## src/rtl/ram_writer_pkg.sv

```systemverilog
// ram_writer_pkg: shared types and field positions for the DDR sample logger.
// Holds the writer FSM encoding, GPIO/status bit-field positions, the fixed
// AXI4 single-beat write attributes and the buffer-length clamp helper.
package ram_writer_pkg;

    typedef enum logic {
        IDLE  = 1'b0,
        WRITE = 1'b1
    } wr_state_t;

    // GPIO control word fields
    localparam int GPIO_ENABLE_BIT  = 0;
    localparam int GPIO_REQUEST_BIT = 1;
    localparam int GPIO_LEN_LSB     = 2;
    localparam int GPIO_LEN_MSB     = 6;
    localparam int GPIO_THR_LSB     = 7;
    localparam int GPIO_THR_MSB     = 11;

    // Status word fields
    localparam int STATUS_RBUF_BIT  = 0;
    localparam int STATUS_PTR_LSB   = 1;
    localparam int STATUS_PTR_MSB   = 24;
    localparam int STATUS_OVF_BIT   = 31;
    localparam int PTR_W            = STATUS_PTR_MSB - STATUS_PTR_LSB + 1;

    // Fixed attributes of every write: one 32-bit beat, incrementing burst
    localparam logic [7:0] AXI_AWLEN   = 8'd0;
    localparam logic [2:0] AXI_AWSIZE  = 3'b010;
    localparam logic [1:0] AXI_AWBURST = 2'b01;
    localparam logic [3:0] AXI_WSTRB   = 4'hF;

    // Limit the requested log2 buffer length to what the address map allows
    function automatic logic [4:0] clamp_log_length(input logic [4:0] req,
                                                    input logic [4:0] limit);
        return (req > limit) ? limit : req;
    endfunction

endpackage

```

## src/rtl/ram_writer_throttle.sv

```systemverilog
// ram_writer_throttle: decimates the accepted sample stream.
// A 32-bit beat counter runs while logging is enabled; a beat is offered to
// the writer whenever the low log_throttle bits of the count are all zero,
// so one beat in 2^log_throttle is kept. The counter sits at 0 while disabled
// so the first beat after enabling is always a candidate.
module ram_writer_throttle (
    input  logic       aclk,
    input  logic       areset,
    input  logic       enable,
    input  logic       beat,
    input  logic [4:0] log_throttle,
    output logic       strobe
);

    logic [31:0] cnt;
    logic [31:0] mask;

    assign mask   = (32'd1 << log_throttle) - 32'd1;
    assign strobe = enable & beat & ((cnt & mask) == 32'd0);

    // Beat counter: cleared while disabled, advances on every accepted beat
    always_ff @(posedge aclk or posedge areset) begin
        if (areset) begin
            cnt <= 32'd0;
        end else if (!enable) begin
            cnt <= 32'd0;
        end else if (beat) begin
            cnt <= cnt + 32'd1;
        end
    end

endmodule

```

## src/rtl/ram_writer.sv

```systemverilog
// ram_writer: logs a 32-bit AXI-Stream into one of two DDR ring buffers via
// single-beat AXI4 writes. Software drives enable/request/length/throttle via
// GPIO; a request edge swaps buffers and reports where the old one stopped.
// Build option: define RAM_WRITER_OVERFLOW_EN to get a sticky overflow flag in
// status[31]; without it status[31] is 0 (dropping still happens).
module ram_writer #(
    parameter logic [31:0] BASE_ADDR      = 32'h1E00_0000,
    parameter int          MAX_LOG_LENGTH = 24,
    parameter int          DATA_W         = 32
) (
    input  logic              aclk,
    input  logic              areset,
    input  logic [31:0]       GPIO,
    output logic [31:0]       status,
    input  logic              S_AXIS_tvalid,
    input  logic [DATA_W-1:0] S_AXIS_tdata,
    output logic              S_AXIS_tready,
    output logic [31:0]       M_AXI_awaddr,
    output logic              M_AXI_awvalid,
    input  logic              M_AXI_awready,
    output logic [7:0]        M_AXI_awlen,
    output logic [2:0]        M_AXI_awsize,
    output logic [1:0]        M_AXI_awburst,
    output logic [DATA_W-1:0] M_AXI_wdata,
    output logic              M_AXI_wvalid,
    input  logic              M_AXI_wready,
    output logic [3:0]        M_AXI_wstrb,
    output logic              M_AXI_wlast,
    input  logic              M_AXI_bvalid,
    output logic              M_AXI_bready
);

    import ram_writer_pkg::*;

    logic [1:0]       gpio_p1;
    logic             en_now;
    logic             en_rise;
    logic             req_rise;
    logic [4:0]       gpio_len;
    logic [4:0]       log_length_q;
    logic [4:0]       log_throttle_q;
    logic [4:0]       len_eff;
    logic             tready_q;
    logic             beat;
    logic             candidate;
    wr_state_t        state;
    wr_state_t        state_d;
    logic             load;
    logic             write_done;
    logic             wbuf;
    logic [PTR_W-1:0] ptr;
    logic [PTR_W-1:0] ptr_mask;
    logic [PTR_W-1:0] ptr_inc;
    logic             read_buffer;
    logic [PTR_W-1:0] ptr_at_swap;
    logic             overflow;
    logic [31:0]      buf_offset;
    logic [31:0]      ptr_offset;
    logic [31:0]      addr_d;

    wire unused_inputs = &{1'b0, GPIO[31:12], M_AXI_bvalid};

    // Control edges come from the live GPIO word against its registered copy
    assign en_now   = GPIO[GPIO_ENABLE_BIT];
    assign en_rise  = en_now & ~gpio_p1[0];
    assign req_rise = en_now & GPIO[GPIO_REQUEST_BIT] & ~gpio_p1[1];
    assign gpio_len = clamp_log_length(GPIO[GPIO_LEN_MSB:GPIO_LEN_LSB], 5'(MAX_LOG_LENGTH));

    // The sample taken on the enable edge already uses the new length; a
    // sample on a swap edge still belongs to the old buffer and old length.
    assign len_eff  = en_rise ? gpio_len : log_length_q;

    assign beat = S_AXIS_tvalid & tready_q;

    // Fixed AXI attributes
    assign M_AXI_awlen   = AXI_AWLEN;
    assign M_AXI_awsize  = AXI_AWSIZE;
    assign M_AXI_awburst = AXI_AWBURST;
    assign M_AXI_wstrb   = AXI_WSTRB;
    assign M_AXI_wlast   = 1'b1;
    assign M_AXI_bready  = 1'b1;
    assign S_AXIS_tready = tready_q;

    ram_writer_throttle u_throttle (
        .aclk         (aclk),
        .areset       (areset),
        .enable       (en_now),
        .beat         (beat),
        .log_throttle (log_throttle_q),
        .strobe       (candidate)
    );

    // Both channels are finished once each valid is low or handshaking now
    assign write_done = (~M_AXI_awvalid | M_AXI_awready) & (~M_AXI_wvalid | M_AXI_wready);

    // Target address of the sample being loaded this cycle
    assign ptr_mask   = (PTR_W'(1) << len_eff) - PTR_W'(1);
    assign ptr_inc    = (ptr + PTR_W'(1)) & ptr_mask;
    assign buf_offset = {31'd0, wbuf} << (len_eff + 5'd2);
    assign ptr_offset = {{(32-PTR_W-2){1'b0}}, ptr, 2'b00};
    assign addr_d     = BASE_ADDR + buf_offset + ptr_offset;

    // Registered copy of the enable/request bits for edge detection
    always_ff @(posedge aclk or posedge areset) begin
        if (areset) begin
            gpio_p1 <= 2'b00;
        end else begin
            gpio_p1 <= {GPIO[GPIO_REQUEST_BIT], GPIO[GPIO_ENABLE_BIT]};
        end
    end

    // Stream is accepted from the first edge after reset release
    always_ff @(posedge aclk or posedge areset) begin
        if (areset) begin
            tready_q <= 1'b0;
        end else begin
            tready_q <= 1'b1;
        end
    end

    // Length and throttle only follow GPIO on enable edges and swaps
    always_ff @(posedge aclk or posedge areset) begin
        if (areset) begin
            log_length_q   <= 5'd0;
            log_throttle_q <= 5'd0;
        end else if (en_rise || req_rise) begin
            log_length_q   <= gpio_len;
            log_throttle_q <= GPIO[GPIO_THR_MSB:GPIO_THR_LSB];
        end
    end

    // Writer FSM state register
    always_ff @(posedge aclk or posedge areset) begin
        if (areset) begin
            state <= IDLE;
        end else begin
            state <= state_d;
        end
    end

    // Writer FSM next state: load a candidate whenever the channel is free
    always_comb begin
        state_d = state;
        load    = 1'b0;
        case (state)
            IDLE: begin
                if (candidate) begin
                    load    = 1'b1;
                    state_d = WRITE;
                end
            end
            WRITE: begin
                if (write_done) begin
                    if (candidate) begin
                        load = 1'b1;
                    end else begin
                        state_d = IDLE;
                    end
                end
            end
            default: state_d = IDLE;
        endcase
    end

    // AXI address/data channels: each valid clears on its own handshake
    always_ff @(posedge aclk or posedge areset) begin
        if (areset) begin
            M_AXI_awvalid <= 1'b0;
            M_AXI_wvalid  <= 1'b0;
            M_AXI_awaddr  <= 32'd0;
            M_AXI_wdata   <= '0;
        end else if (load) begin
            M_AXI_awvalid <= 1'b1;
            M_AXI_wvalid  <= 1'b1;
            M_AXI_awaddr  <= addr_d;
            M_AXI_wdata   <= S_AXIS_tdata;
        end else begin
            M_AXI_awvalid <= M_AXI_awvalid & ~M_AXI_awready;
            M_AXI_wvalid  <= M_AXI_wvalid & ~M_AXI_wready;
        end
    end

    // Ring pointer and buffer swap bookkeeping
    always_ff @(posedge aclk or posedge areset) begin
        if (areset) begin
            wbuf        <= 1'b0;
            ptr         <= '0;
            read_buffer <= 1'b0;
            ptr_at_swap <= '0;
        end else if (req_rise) begin
            read_buffer <= wbuf;
            wbuf        <= ~wbuf;
            ptr_at_swap <= ptr;
            ptr         <= '0;
        end else if (!en_now) begin
            ptr <= '0;
        end else if (load) begin
            ptr <= ptr_inc;
        end
    end

`ifdef RAM_WRITER_OVERFLOW_EN
    logic drop;
    assign drop = (state == WRITE) & ~write_done & candidate;

    // Sticky overflow: set by any dropped candidate, cleared by a swap
    always_ff @(posedge aclk or posedge areset) begin
        if (areset) begin
            overflow <= 1'b0;
        end else if (req_rise) begin
            overflow <= 1'b0;
        end else if (drop) begin
            overflow <= 1'b1;
        end
    end
`else
    assign overflow = 1'b0;
`endif

    // Status word assembly
    always_comb begin
        status                                 = 32'd0;
        status[STATUS_RBUF_BIT]                = read_buffer;
        status[STATUS_PTR_MSB:STATUS_PTR_LSB]  = ptr_at_swap;
        status[STATUS_OVF_BIT]                 = overflow;
    end

endmodule

```

## config.mk

```make
export PLATFORM = sky130hd
export DESIGN_NAME = ram_writer
export DESIGN_NICKNAME = d
export VERILOG_FILES = /design/src/rtl/ram_writer_pkg.sv /design/src/rtl/ram_writer_throttle.sv /design/src/rtl/ram_writer.sv
export SDC_FILE = /design/constraint.sdc
export NUM_CORES = 1
export LEC_CHECK = 0
export CAP_MARGIN = 20
export CORE_UTILIZATION = 48
export CTS_CLUSTER_SIZE = 10
export DETAILED_ROUTE_END_ITERATION = 10
export PLACE_DENSITY = 0.77
export REMOVE_ABC_BUFFERS = 1
export SYNTH_ARGS = -nofsm -noshare
export SYNTH_HDL_FRONTEND = slang
export SYNTH_SLANG_ARGS = --single-unit
```

## constraint.sdc

```tcl
create_clock -name aclk -period 5.1 [get_ports aclk]
set_input_delay 0.51 -clock aclk [delete_from_list [all_inputs] [get_ports aclk]]
set_output_delay 0.51 -clock aclk [all_outputs]
set_load 0.05 [all_outputs]
```

Word-level counts from Yosys, hierarchy flattened
Cells that the tools add are included.
{ "word_totals": {"regBits": 162, "latchBits": 0, "ram_bits": 0, "mem_bits_ro": 0, "inputBits": 70, "elab_cells": 64, "memories": 0} }
{ "op_classes": {"n_addsub": 7, "mul": 0, "div": 0, "order_cmp": 1, "eq_ne": 2, "shifts": 3, "mux": 14, "bitwise": 21, "reduce_logical": 2} }
{ "op_table": {"columns": ["cell", "n"], "rows": [
  ["two-way mux 24 bit", 3],
  ["two-way mux 32 bit", 2],
  ["adder 29 x 32 -> 32 bit, first input constant", 1],
  ["adder 32 x 1 -> 32 bit, second input constant", 1],
  ["adder 32 x 26 -> 32 bit", 1],
  ["AND 32 bit", 1],
  ["zero test 32 bit", 1],
  ["<< shifter 1 x 5 -> 32 bit", 1],
  ["<< shifter 1 x 5 -> 32 bit, first input constant", 1],
  ["subtractor 32 x 1 -> 32 bit, second input constant", 1],
  ["adder 24 x 1 -> 24 bit, second input constant", 1],
  ["AND 24 bit", 1],
  ["<< shifter 1 x 5 -> 24 bit, first input constant", 1],
  ["subtractor 24 x 2 -> 24 bit, second input constant", 1],
  ["two-way mux 5 bit", 2],
  ["AND 1 bit", 9],
  ["inverter 1 bit", 8],
  ["adder 5 x 2 -> 5 bit, second input constant", 1],
  ["greater-than comparator 5 bit, second input constant", 1],
  ["two-way mux 1 bit", 5],
  ["one-hot mux 1 bit (2 select lines)", 2],
  ["!= test 3 x 1 -> 1 bit, second input constant", 1],
  ["!= test 2 x 1 -> 1 bit, second input constant", 1],
  ["OR 1 bit", 2],
  ["logical OR 1 bit", 1]
]} }

Longest topological paths before layout
{ "logic_depth": {"ltp_word": 11, "mapped_depth": 22, "ltp_nobuf": 20} }

By module
From an unflattened synthesis, not the netlist that was laid out.
{ "hier_totals": {"cells_unflattened": 1210, "area_unflattened_um2": 10681.5} }
{ "by_module_without_submodules": {"columns": ["mod", "n_inst", "cells_each", "area_per_inst_um2"], "rows": [
  ["ram_writer", 1, 934, 8340.5],
  ["ram_writer_throttle", 1, 276, 2341.0]
]} }

Least setup slack after synthesis
OpenSTA, ideal clock, no wires.
{ "synth_path": {"kind": "input to register", "from": "input port GPIO[0]", "to": "register M_AXI_awaddr[29]", "arrival_time_ps": 5220, "required_time_ps": 4996, "setup_slack_ps": -224, "path_stages": 22, "n_path_buf": 2, "path_cell_list": "clkbuf_1 > nor2b_1 > clkbuf_1 > mux2i_1 > clkinv_1 > ha_1 > xnor2_1 > nor2_1 > nand2_1 > nor2_1 > ha_1 > ha_1 > inv_1 > fa_1 > nand2b_1 > a21oi_1 > o21a_1 > a21oi_1 > o31ai_1 > o2111ai_1 > a2111o_1 > o311ai_1"} }
{ "synth_via": {"elab_chain_len": 6, "elab_cells_between_ends": 11} }
{ "synth_lines": {"columns": ["item", "line_no", "source"], "rows": [
  ["from (decl)", "ram_writer.sv:13", "input logic [31:0] GPIO,"],
  ["AND 1 bit", "ram_writer.sv:65", "assign en_rise = en_now & ~gpio_p1[0];"],
  ["two-way mux 5 bit", "ram_writer.sv:71", "assign len_eff = en_rise ? gpio_len : log_length_q;"],
  ["adder 5 x 2 -> 5 bit", "ram_writer.sv:99", "assign buf_offset = {31'd0, wbuf} << (len_eff + 5'd2);"],
  ["<< shifter 1 x 5 -> 32 bit", "ram_writer.sv:99", null],
  ["adder 29 x 32 -> 32 bit", "ram_writer.sv:101", "assign addr_d = BASE_ADDR + buf_offset + ptr_offset;"],
  ["adder 32 x 26 -> 32 bit", "ram_writer.sv:101", null],
  ["to (signal assigned)", "ram_writer.sv:175", "M_AXI_awaddr <= addr_d;"],
  ["to (decl)", "ram_writer.sv:18", "output logic [31:0] M_AXI_awaddr,"]
]} }
Parallel ways exist; a longest one is shown, timed or not.
A chain may end at the register's enable or synchronous reset.

Worst setup path after layout
{ "layout_path": {"from": "input port GPIO[0]", "to": "register M_AXI_awaddr[30]"} }
Same word-level chain as after synthesis.

==> results.json <==
{
  "rsz0062_at_grt": "false",
  "crit_arrival_ps": 5230,
  "fmax_mhz": 205.9,
  "cp-startpoint": "GPIO[0]",
  "drt-total-wl_mm": 26.27,
  "power_uw": 3947,
  "drt_iter0_drc": 613,
  "antenna_found_initial": 0,
  "worstHoldPathType": "reg2reg",
  "start_util_pct": 49.51,
  "status": "finished, final reports clean",
  "drc": 0,
  "crit_path_start_kind": "input port",
  "synth_ff_type": "dfrtp_1",
  "cpMostUsedCell": "buf_4",
  "maxCapViolations": 0,
  "grt_max_degree": 101,
  "fp.dieH_um": 147.4,
  "crit_buf_inv": 5,
  "min_period_over_period_pct": 95.22,
  "finalWorstPathRequiredPeriod_ps": 4856,
  "power.leakage_uw": 0.005937,
  "die_w_um": 147.4,
  "final_cell_mix": "nand2_1 (197), dfrtp_1 (161), clkdlybuf4s50_1 (140)",
  "diodes": 0,
  "crit_path_end": "M_AXI_awaddr[30]$_DFFE_PP0P_",
  "cp.depth": 22,
  "netlist_area_um2": 10150,
  "drive_gt1_share_pct": 13.01,
  "core_area_um2": 20490,
  "finalSetupViolations": 0,
  "ys_seq_area_share_pct": 39.71,
  "ant_nets": 0,
  "cp_slowest_cell": "clkdlybuf4s50_1",
  "cts.sinks": 161,
  "wire_per_inst_um": 16.04,
  "fin_nets": 1482,
  "postCtsHoldBufs": 0,
  "htreeDepth": 4,
  "numPortBuffers": 140,
  "root_buffer": "clkbuf_16",
  "cp.required_ps": 5470,
  "cts_tree": "done",
  "yosysWarningCount": 0,
  "synth.area.top_cells": "dfrtp_1 (40%), nand2_1 (7.3%), ha_1 (6.9%), o21ai_0 (4.2%), mux2_2 (3.8%)",
  "worstPathMaxFanout": 5,
  "path_clk_slew_ps": 70,
  "synthArstFlopShare_pct": 100.0,
  "p_per_area_nw_per_um2": 306.5,
  "vdd_drop_max_uv": 239.1,
  "crit_chain": "clkdlybuf4s50_1, nor2b_1, buf_4, buf_4, mux2_2, nand2_1, xnor2_1, buf_4, buf_4, nor2b_1, nand2_2, nor2_1, ha_1, ha_1, and3_1, nand4_1, nor2_1, or4_1, o211ai_1, a31oi_1, or4_1, nand3_1",
  "ff2ff_path_depth": 21,
  "routabilityCongestion": 0.9760,
  "avgViaCountPerCell": 5.577,
  "grt_overflow": 0,
  "synthDistinctLibCells": 76,
  "worstReg2RegEnd": "M_AXI_awaddr[30]$_DFFE_PP0P_",
  "critPathKind": "in2reg",
  "vias": 9135,
  "grt_pass1_wl_mm": 43.31,
  "crit_path_max_incr_delay_ps": 560,
  "io_pins": 188,
  "insertion_delay_ps": 440,
  "critPathTopFamily": "simple AND/OR/NAND/NOR gates",
  "synth_top_cell_by_area": "dfrtp_1",
  "mostFrequentLayoutCell": "nand2_1",
  "hold_viol_final": 0,
  "maxSlewViolCount": 0,
  "r2r_start": "gpio_p1[0]$_DFF_PP0_",
  "grt_pass1_vias": 8768,
  "area_growth_syn_to_layout_pct": 26.92,
  "grt_use_total_pct": 24.54,
  "tightest_slew_ps": 944.2,
  "dp_hpwl_mm": 18.79,
  "first_pass_iters": 6,
  "fin_util_pct": 62.83,
  "synth-edff-count": 0,
  "fin_skew_ps": 13.75,
  "max-slew-margin-rel_pct": 37.05,
  "synth_top_area_share_pct": 39.71,
  "numCtsBuffers": 17,
  "postSynthAreaPerCell_um2": 8.754,
  "postSynthCellCount": 1159,
  "ys_ff_latch": 161,
  "cts_buffer_depth": 2,
  "endpoint_kind": "flip-flop",
  "reg2reg_slack_ps": 530,
  "rows": 52,
  "die-area_um2": 21720
}
==> layout make-up <==
class	instances	area [um^2]
Inverter	30	117.6
Clock buffer	17	425.4
Clock inverter	15	147.6
Fill cell	1735	7617
Timing Repair Buffer	231	2122
Sequential cell	161	4029
Multi-Input combinational cell	914	5698
Tap cell	270	337.8
==> sequential cells by signal (all words and copies together), names as in the netlist, 2 cells and up <==
| signal | cells |
|---|---|
| u_throttle.cnt | 31 |
| log_throttle_q | 5 |
| ptr_at_swap | 24 |
| log_length_q | 5 |
| M_AXI_awaddr | 32 |
| ptr | 24 |
| gpio_p1 | 2 |
| M_AXI_wdata | 32 |
==> metrics by stage <==
step	setup WS (ps)	cells	hold WS (ps)	area (um^2)	TNS (ps)
finish	244.0	1638	474.8	12880	0
detailed placement	-212.7	1606	461.3	12290	-599.1
global placement	-158.3	1606	456.4	12290	-325.1
floorplan	-108.7	1105	497.4	9818	-1540
global route	14.62	1638	495.3	12880	0
CTS	204.5	1638	479.0	12870	0
==> synthesized netlist by cell type, types with 4 or more instances <==
| library cell | n |
|---|---|
| xor2_1 | 15 |
| o22ai_1 | 5 |
| a21o_1 | 11 |
| a22oi_1 | 10 |
| nand2b_1 | 15 |
| nand4_1 | 14 |
| mux2_2 | 34 |
| a211o_1 | 5 |
| nor2_1 | 74 |
| clkbuf_1 | 42 |
| and4_1 | 7 |
| buf_4 | 27 |
| and2_1 | 34 |
| nor4_1 | 8 |
| ha_1 | 56 |
| o21ai_0 | 85 |
| or2_2 | 7 |
| a21boi_0 | 14 |
| and3_1 | 8 |
| xnor2_1 | 33 |
| nor3_1 | 15 |
| o21ai_1 | 4 |
| or3_1 | 7 |
| or4_1 | 13 |
| o21a_1 | 10 |
| nand3_1 | 39 |
| dfrtp_1 | 161 |
| nor2b_1 | 11 |
| nand2_1 | 198 |
| or4b_1 | 5 |
| a21oi_1 | 68 |
| o31ai_1 | 6 |
| inv_1 | 28 |
| o21bai_1 | 4 |
| a31oi_1 | 7 |
| buf_1 | 6 |
| o211ai_1 | 6 |
| mux2i_1 | 5 |
==> cell families (layout without fill, tap and decap cells) <==
group	Yosys count	after routing	synth area share (%)
AND/OR/NAND/NOR	472	472	22.72
multiplexers	39	39	4.267
adder cells (fa/ha/maj)	58	58	7.202
XOR/XNOR	48	48	4.144
buffers and inverters	109	293	5.266
AO/OA/AOI/OAI	270	270	16.62
flip-flops	161	161	39.71
other	2	27	0.07402
==> where the power goes <==
part	total [uW]	internal (uW)	switching [uW]
Sequential	1450	1380	71.0
Clock	1250	647	604
Combinational	1240	438	804
==> how the worst min path moves through the flow <==
stage	startpoint	to	slack (ps)	cells past startpoint
3_3_place_gp	M_AXI_wdata[7]$_DFFE_PP0P_	M_AXI_wdata[7]$_DFFE_PP0P_	460	2
6_report	M_AXI_wdata[11]$_DFFE_PP0P_	M_AXI_wdata[11]$_DFFE_PP0P_	470	2
4_1_cts	M_AXI_wdata[23]$_DFFE_PP0P_	M_AXI_wdata[23]$_DFFE_PP0P_	480	2
3_5_place_dp	M_AXI_wdata[1]$_DFFE_PP0P_	M_AXI_wdata[1]$_DFFE_PP0P_	460	2
5_1_grt	M_AXI_wdata[2]$_DFFE_PP0P_	M_AXI_wdata[2]$_DFFE_PP0P_	500	2
2_1_floorplan	log_length_q[4]$_DFFE_PP0P_	log_length_q[4]$_DFFE_PP0P_	500	1
==> repair_timing <==
action | 4_1_cts | 5_1_grt
resized for setup | 0 | 4
endpoints found under the setup margin | 0 | 5
buffers inserted | 0 | 0
==> worst register-to-register path, delay by kind of cell, from the launching register on <==
family                     cells  cell delay (ps)
xor gates and xnor gates       1              130
buffers and inverters          4              520
muxes                          1              330
AOI/OAI and AO/OA              2              560
adders and majority gates      2              570
and+or+nand+nor               11             1990
DFF                            1              390
==> per-layer routing <==
layer | global-route usage [%] | part of all wire [%] | up-vias
li1 | - | - | 4446
met5 | 0 | 0 | -
met1 | 33.15 | 45 | 4376
met2 | 40.75 | 48 | 269
met4 | 6.856 | 1.9 | 0
met3 | 3.920 | 5.2 | 44
(Power assumes the default switching activity.)
